File: config.mk
export PLATFORM = sky130hd
export DESIGN_NAME = irq_scheduler
export DESIGN_NICKNAME = d
export VERILOG_FILES = /design/src/rtl/irq_sched_pkg.sv /design/src/rtl/irq_edge_sync.sv /design/src/rtl/irq_scheduler.sv
export SDC_FILE = /design/constraint.sdc
export NUM_CORES = 1
export LEC_CHECK = 0
export BUFFER_PORTS_ARGS = -buffer_cell sky130_fd_sc_hd__buf_2
export CORE_MARGIN = 10
export CORE_UTILIZATION = 45
export DETAILED_ROUTE_END_ITERATION = 8
export PLACE_DENSITY = 0.73
export SKIP_LAST_GASP = 1
export SLEW_MARGIN = 20
export SYNTH_ARGS = -nofsm -noshare
export SYNTH_HDL_FRONTEND = slang
export SYNTH_SLANG_ARGS = --single-unit
export TNS_END_PERCENT = 1
File: constraint.sdc
create_clock -name clk -period 3.8 [get_ports clk]
set_input_delay 0.57 -clock clk [delete_from_list [all_inputs] [get_ports clk]]
set_output_delay 0.57 -clock clk [all_outputs]
set_load 0.005 [all_outputs]
File: src/rtl/irq_sched_pkg.sv
// irq_sched_pkg
// Shared types and constants for the interrupt scheduler.
//   state_t      : scheduler FSM states (IDLE, SERVE, GAP)
//   MISSED_CNT_W : width of each per-source missed-edge counter
//   id_width()   : source-ID width, clog2 with a floor of one bit
package irq_sched_pkg;

  typedef enum logic [1:0] {
    IDLE  = 2'd0,
    SERVE = 2'd1,
    GAP   = 2'd2
  } state_t;

  localparam int MISSED_CNT_W = 8;

  function automatic int id_width(input int n);
    if (n <= 2) return 1;
    else return $clog2(n);
  endfunction

endpackage

File: src/rtl/irq_edge_sync.sv
// irq_edge_sync
// One interrupt source: synchronizer chain, delay flop and a registered
// edge pulse whose polarity is chosen by cfg_fall.
// Ports:
//   clk, rst_n : clock, asynchronous active-low reset
//   src        : raw asynchronous interrupt line
//   cfg_fall   : 0 = rising edge, 1 = falling edge
//   pulse      : one-cycle registered edge pulse
module irq_edge_sync #(
  parameter int SYNC_STAGES = 2
) (
  input  logic clk,
  input  logic rst_n,
  input  logic src,
  input  logic cfg_fall,
  output logic pulse
);

  logic [SYNC_STAGES-1:0] sync_q;
  logic                   dly_q;
  logic                   sync_out;

  assign sync_out = sync_q[SYNC_STAGES-1];

  // Everything resets to 0, so a line held high across reset is seen as a
  // rising edge once reset is released.
  always_ff @(posedge clk or negedge rst_n) begin
    if (!rst_n) begin
      sync_q <= '0;
      dly_q  <= 1'b0;
      pulse  <= 1'b0;
    end else begin
      sync_q <= {sync_q[SYNC_STAGES-2:0], src};
      dly_q  <= sync_out;
      pulse  <= cfg_fall ? (~sync_out & dly_q) : (sync_out & ~dly_q);
    end
  end

endmodule

File: src/rtl/irq_scheduler.sv
// irq_scheduler
// Collects NUM_SRC asynchronous interrupt lines into a single level
// interrupt with a source ID and a one-cycle ack handshake. Sources are
// served round-robin; after each ack irq_o stays low for HOLDOFF cycles.
// Ports:
//   clk, rst_n    : clock, asynchronous active-low reset
//   src_i         : raw asynchronous interrupt lines
//   cfg_fall_i    : per-source edge select (0 rising, 1 falling)
//   en_i          : per-source arbitration enable
//   clr_i         : one-cycle software clear of pending bits
//   ack_i         : one-cycle acknowledge of the presented ID
//   irq_o         : level interrupt to the PS
//   irq_id_o      : ID of the presented source, valid while irq_o=1
//   pending_o     : sticky pending bits
//   missed_cnt_o  : per-source 8-bit saturating missed-edge counters,
//                   present only when IRQ_MISSED_CNT_EN is defined
module irq_scheduler
  import irq_sched_pkg::*;
#(
  parameter  int NUM_SRC     = 8,
  parameter  int SYNC_STAGES = 2,
  parameter  int HOLDOFF     = 4,
  localparam int ID_W        = id_width(NUM_SRC)
) (
  input  logic               clk,
  input  logic               rst_n,
  input  logic [NUM_SRC-1:0] src_i,
  input  logic [NUM_SRC-1:0] cfg_fall_i,
  input  logic [NUM_SRC-1:0] en_i,
  input  logic [NUM_SRC-1:0] clr_i,
  input  logic               ack_i,
  output logic               irq_o,
  output logic [ID_W-1:0]    irq_id_o,
  output logic [NUM_SRC-1:0] pending_o
`ifdef IRQ_MISSED_CNT_EN
  ,
  output logic [MISSED_CNT_W*NUM_SRC-1:0] missed_cnt_o
`endif
);

  localparam logic [7:0] HOLD_LOAD = (HOLDOFF > 0) ? 8'(HOLDOFF - 1) : 8'd0;

  logic [NUM_SRC-1:0] pulse;
  logic [NUM_SRC-1:0] pending_q;
  logic [NUM_SRC-1:0] req;
  logic [NUM_SRC-1:0] ack_mask;
  state_t             state_q;
  logic [ID_W-1:0]    id_q;
  logic [ID_W-1:0]    last_id_q;
  logic [ID_W-1:0]    grant;
  logic               grant_valid;
  logic [7:0]         hold_q;
  logic               ack_fire;
  int                 rr_idx;

  for (genvar i = 0; i < NUM_SRC; i++) begin : g_src
    irq_edge_sync #(
      .SYNC_STAGES(SYNC_STAGES)
    ) u_edge (
      .clk      (clk),
      .rst_n    (rst_n),
      .src      (src_i[i]),
      .cfg_fall (cfg_fall_i[i]),
      .pulse    (pulse[i])
    );
  end

  assign req      = pending_q & en_i;
  assign ack_fire = (state_q == SERVE) && ack_i;
  assign ack_mask = ack_fire ? (NUM_SRC'(1) << id_q) : '0;

  // A new edge wins over clr_i or ack in the same cycle, so it is never lost
  // to a coincident clear.
  always_ff @(posedge clk or negedge rst_n) begin
    if (!rst_n) pending_q <= '0;
    else        pending_q <= (pending_q & ~(clr_i | ack_mask)) | pulse;
  end

  // Round-robin search starting just after last_id. Walking distances from
  // farthest to nearest lets the nearest requesting source overwrite the
  // others without a separate found flag.
  always_comb begin
    grant       = '0;
    grant_valid = 1'b0;
    rr_idx      = 0;
    for (int k = NUM_SRC; k >= 1; k--) begin
      rr_idx = int'(last_id_q) + k;
      if (rr_idx >= NUM_SRC) rr_idx = rr_idx - NUM_SRC;
      if (req[rr_idx]) begin
        grant       = ID_W'(rr_idx);
        grant_valid = 1'b1;
      end
    end
  end

  // Scheduler FSM. Only ack_i leaves SERVE; enable or clear changes on the
  // served source do not withdraw an interrupt already presented.
  always_ff @(posedge clk or negedge rst_n) begin
    if (!rst_n) begin
      state_q   <= IDLE;
      id_q      <= '0;
      last_id_q <= ID_W'(NUM_SRC - 1);
      hold_q    <= 8'd0;
    end else begin
      case (state_q)
        IDLE: begin
          if (grant_valid) begin
            id_q      <= grant;
            last_id_q <= grant;
            state_q   <= SERVE;
          end
        end
        SERVE: begin
          if (ack_i) begin
            if (HOLDOFF == 0) begin
              state_q <= IDLE;
            end else begin
              state_q <= GAP;
              hold_q  <= HOLD_LOAD;
            end
          end
        end
        GAP: begin
          if (hold_q == 8'd0) state_q <= IDLE;
          else                hold_q  <= hold_q - 8'd1;
        end
        default: state_q <= IDLE;
      endcase
    end
  end

  assign irq_o     = (state_q == SERVE);
  assign irq_id_o  = id_q;
  assign pending_o = pending_q;

`ifdef IRQ_MISSED_CNT_EN
  logic [NUM_SRC-1:0][MISSED_CNT_W-1:0] missed_q;

  // An edge that lands while the source is already pending is counted as
  // missed; the count saturates and is reset by the same clr_i bit.
  always_ff @(posedge clk or negedge rst_n) begin
    if (!rst_n) begin
      missed_q <= '0;
    end else begin
      for (int i = 0; i < NUM_SRC; i++) begin
        if (clr_i[i]) begin
          missed_q[i] <= '0;
        end else if (pulse[i] && pending_q[i] && (missed_q[i] != '1)) begin
          missed_q[i] <= missed_q[i] + 1'b1;
        end
      end
    end
  end

  assign missed_cnt_o = missed_q;
`endif

endmodule

==> flow_summary.toml <==
[status]
outcome = "completed"

[route]
drtPass1Iterations = 5
drc = 0
vias_per_cell = 5.99
vias = 2498
wire_per_inst_um = 17.6
drt_iter0_drc = 140
wl_um = 7330
ant_nets = 0

[layout]
layout-drive-gt1-share_pct = 25.0
fin_cells = 417
antennaDiodeCount = 0
finalNetCount = 378
syn_to_final_growth_pct = 12.8
final_util_pct = 52.9

[yosys]
synth_top_area_cell = "dfrtp_1"
netlist.area_leader.share_pct = 43.8
synth_edf_count = 0
synth.avg_cell_area_um2 = 10.3
netlist_area_um2 = 3030
synth_cell_types = 47
syn-num-nets = 334
ys.flop_type = "dfrtp_1"
seq_area_frac_synth_pct = 46.4
synthArstFlopShare_pct = 100
synth_area_leaders = "dfrtp_1 44%, mux4_2 8.2%, nand2_1 4.7%"
synth_cells = 295
ys_warn_count = 0
ys_ff_latch = 56

[pwr]
pwr-share-clk_pct = 14.3
p_per_area_nw_per_um2 = 715
vdd_drop_max_mv = 0.293
p_seq_share_pct = 35.1
power.leakage_nw = 1.52
comb_power_share_pct = 50.6
intPower_mw = 1.40
swShare_pct = 42.8
power_switching_mw = 1.05

[cts]
cts_buffer_depth = 2
cts_buffers = 5
cts-resized-gates = 0
cts.clk_slew.worst_paths_ns = 0.11
clk_latency_ns = 0.32
cts_max_level = 2
cts_sinks = 56
cts_root_buffer = "clkbuf_8"
cts_setup_buffers = 0
ctsHoldBuffers = 0
cts_tree = "built"

[global_routing]
grt-ovfl-total = 0
grt_pass1_wl_um = 11900
antenna_found_initial = 0
grt_pass1_vias = 2394
grt_usage_pct = 14.3
grt_max_degree = 43

[sta]
fin_tns_setup_ns = 0
final-setup-viol-count = 0
setup_ws_ns = 0.762
slew_headroom_pct = 38.1
slew_violations = 0
finClkSkew_ns = 0.00912
hold_violations = 0
worst_pin_slew_ns = 0.929
rsz0062_at_grt = "no"
timing.fmax_mhz = 329
period_share_pct = 79.9
fin_crit_ns = 3.04

[setup_path]
worstPathArrival_ns = 3.27
cp.required_ns = 4.03
rr_worst_depth = 8
reg2reg_slack_ns = 0.76
rr_endpoint = "irq_id_o[2]$_DFFE_PN0P_"
crit_path_end_kind = "register"
r2r-start = "last_id_q[1]$_DFFE_PN1P_"
critical_path.startpoint_type = "register"
startpoint = "last_id_q[1]$_DFFE_PN1P_"
cp-endpoint = "irq_id_o[2]$_DFFE_PN0P_"
critPathKind = "reg -> reg"
crit_fanout = 15

[worst_hold_path]
min_path_type = "in -> reg"

[floorplan]
dieArea_um2 = 10400
start_util_pct = 46.9
pin_count = 47
fp.dieH_um = 102
coreArea_um2 = 6460
die_w_um = 102
floorplan.rows = 29

[placement]
port_buffers = 46
place_congestion = 0.947
dpl.hpwl_um = 5680
placedCellCount = 409
place_worst_setup_slack_ns = 0.831

[run]
maxCapViolCount = 0
-- synthesized netlist by cell type, drive strengths merged (4+ instances only) --
cell type	count
inv	19
mux2	4
and2	9
ha	4
nand3	12
o21ai	18
nor4	5
nor2b	6
xnor2	5
a31o	9
nor2	29
a221oi	4
dfrtp	53
buf	8
o311ai	4
mux4	14
nand2	38
a21boi	5
a21oi	10
-- worst min-delay path by stage --
stage                                   startpoint                             endpoint  cells past startpoint
5_1_grt                                   src_i[1]  g_src[1].u_edge.sync_q[0]$_DFF_PN0_                      1
4_1_cts                                   src_i[1]  g_src[1].u_edge.sync_q[0]$_DFF_PN0_                      1
3_5_place_dp   g_src[3].u_edge.sync_q[0]$_DFF_PN0_  g_src[3].u_edge.sync_q[1]$_DFF_PN0_                      0
6_report                                  src_i[3]  g_src[3].u_edge.sync_q[0]$_DFF_PN0_                      1
2_1_floorplan                                rst_n      g_src[0].u_edge.dly_q$_DFF_PN0_                      0
3_3_place_gp   g_src[3].u_edge.sync_q[0]$_DFF_PN0_  g_src[3].u_edge.sync_q[1]$_DFF_PN0_                      0
-- critical path, stage by stage (launching register included) --
cell      delay [ns]
dfstp_2         0.66
inv_2           0.14
ha_1            0.67
mux4_2          0.62
a221oi_1        0.27
nor2_1          0.10
o21ai_0         0.24
a21oi_1         0.06
o31ai_1         0.19
-- power groups by stage --
stage	sequential, mW	combinational, mW	clock [mW]
floorplan	0.794	1.01	0
global placement	0.865	1.21	0
detailed placement	0.867	1.22	0
CTS	0.857	1.22	0.365
global route	0.880	1.37	0.394
finish	0.859	1.24	0.350
-- flip-flops by register name (all words and copies together) (netlist names) --
signal / flops
g_src.u_edge.sync_q: 16
g_src.u_edge.pulse: 8
g_src.u_edge.dly_q: 8
hold_q: 8
irq_id_o: 3
last_id_q: 3
pending_o: 8
state_q: 2
-- layout by cell type, fill, tap and decap left out, drive strengths merged, types with 6 or more instances in the layout --
| cell | n |
|---|---|
| a21oi | 10 |
| nand2 | 38 |
| and2 | 9 |
| a31o | 9 |
| inv | 20 |
| nor2b | 6 |
| buf | 48 |
| dfrtp | 53 |
| nor2 | 29 |
| mux4 | 14 |
| nand3 | 12 |
| o21ai | 18 |
-- cell type report --
| class | instances | area [µm²] |
|---|---|---|
| clock buffers | 5 | 68.8 |
| fillers | 601 | 3040 |
| well taps | 77 | 96.3 |
| multi-input cells | 209 | 1490 |
| clock inverters | 3 | 33.8 |
| inverters | 19 | 76.3 |
| repair buffers | 48 | 245 |
| flip-flops and latches | 56 | 1410 |
-- metal layers --
metal | GRT usage (%) | up-vias | share of wire [%]
li1 | - | 1165 | -
met1 | 17.2 | 1208 | 42
met2 | 23.7 | 103 | 48
met3 | 4.18 | 22 | 7.4
met4 | 5.53 | 0 | 2.7
met5 | 0 | - | 0
-- kinds of logic after synthesis --
kind of cell / share of synthesized area, %
XOR/XNOR: 2.31
buffers and inverters: 4.34
multiplexers: 13.3
adder cells (fa/ha/maj): 1.65
AND/OR/NAND/NOR: 16.2
AO/OA/AOI/OAI: 15.9
flip-flops: 46.4
-- per-stage QoR --
| stage | total power, mW | instance area (µm²) | hold slack [ns] |
|---|---|---|---|
| CTS | 2.45 | 3420 | 0.340 |
| floorplan | 1.80 | 3030 | 0.274 |
| detailed placement | 2.09 | 3320 | 0.337 |
| finish | 2.44 | 3420 | 0.350 |
| global placement | 2.08 | 3320 | 0.332 |
| global route | 2.64 | 3420 | 0.325 |
Power figures use the tool's default switching activity.
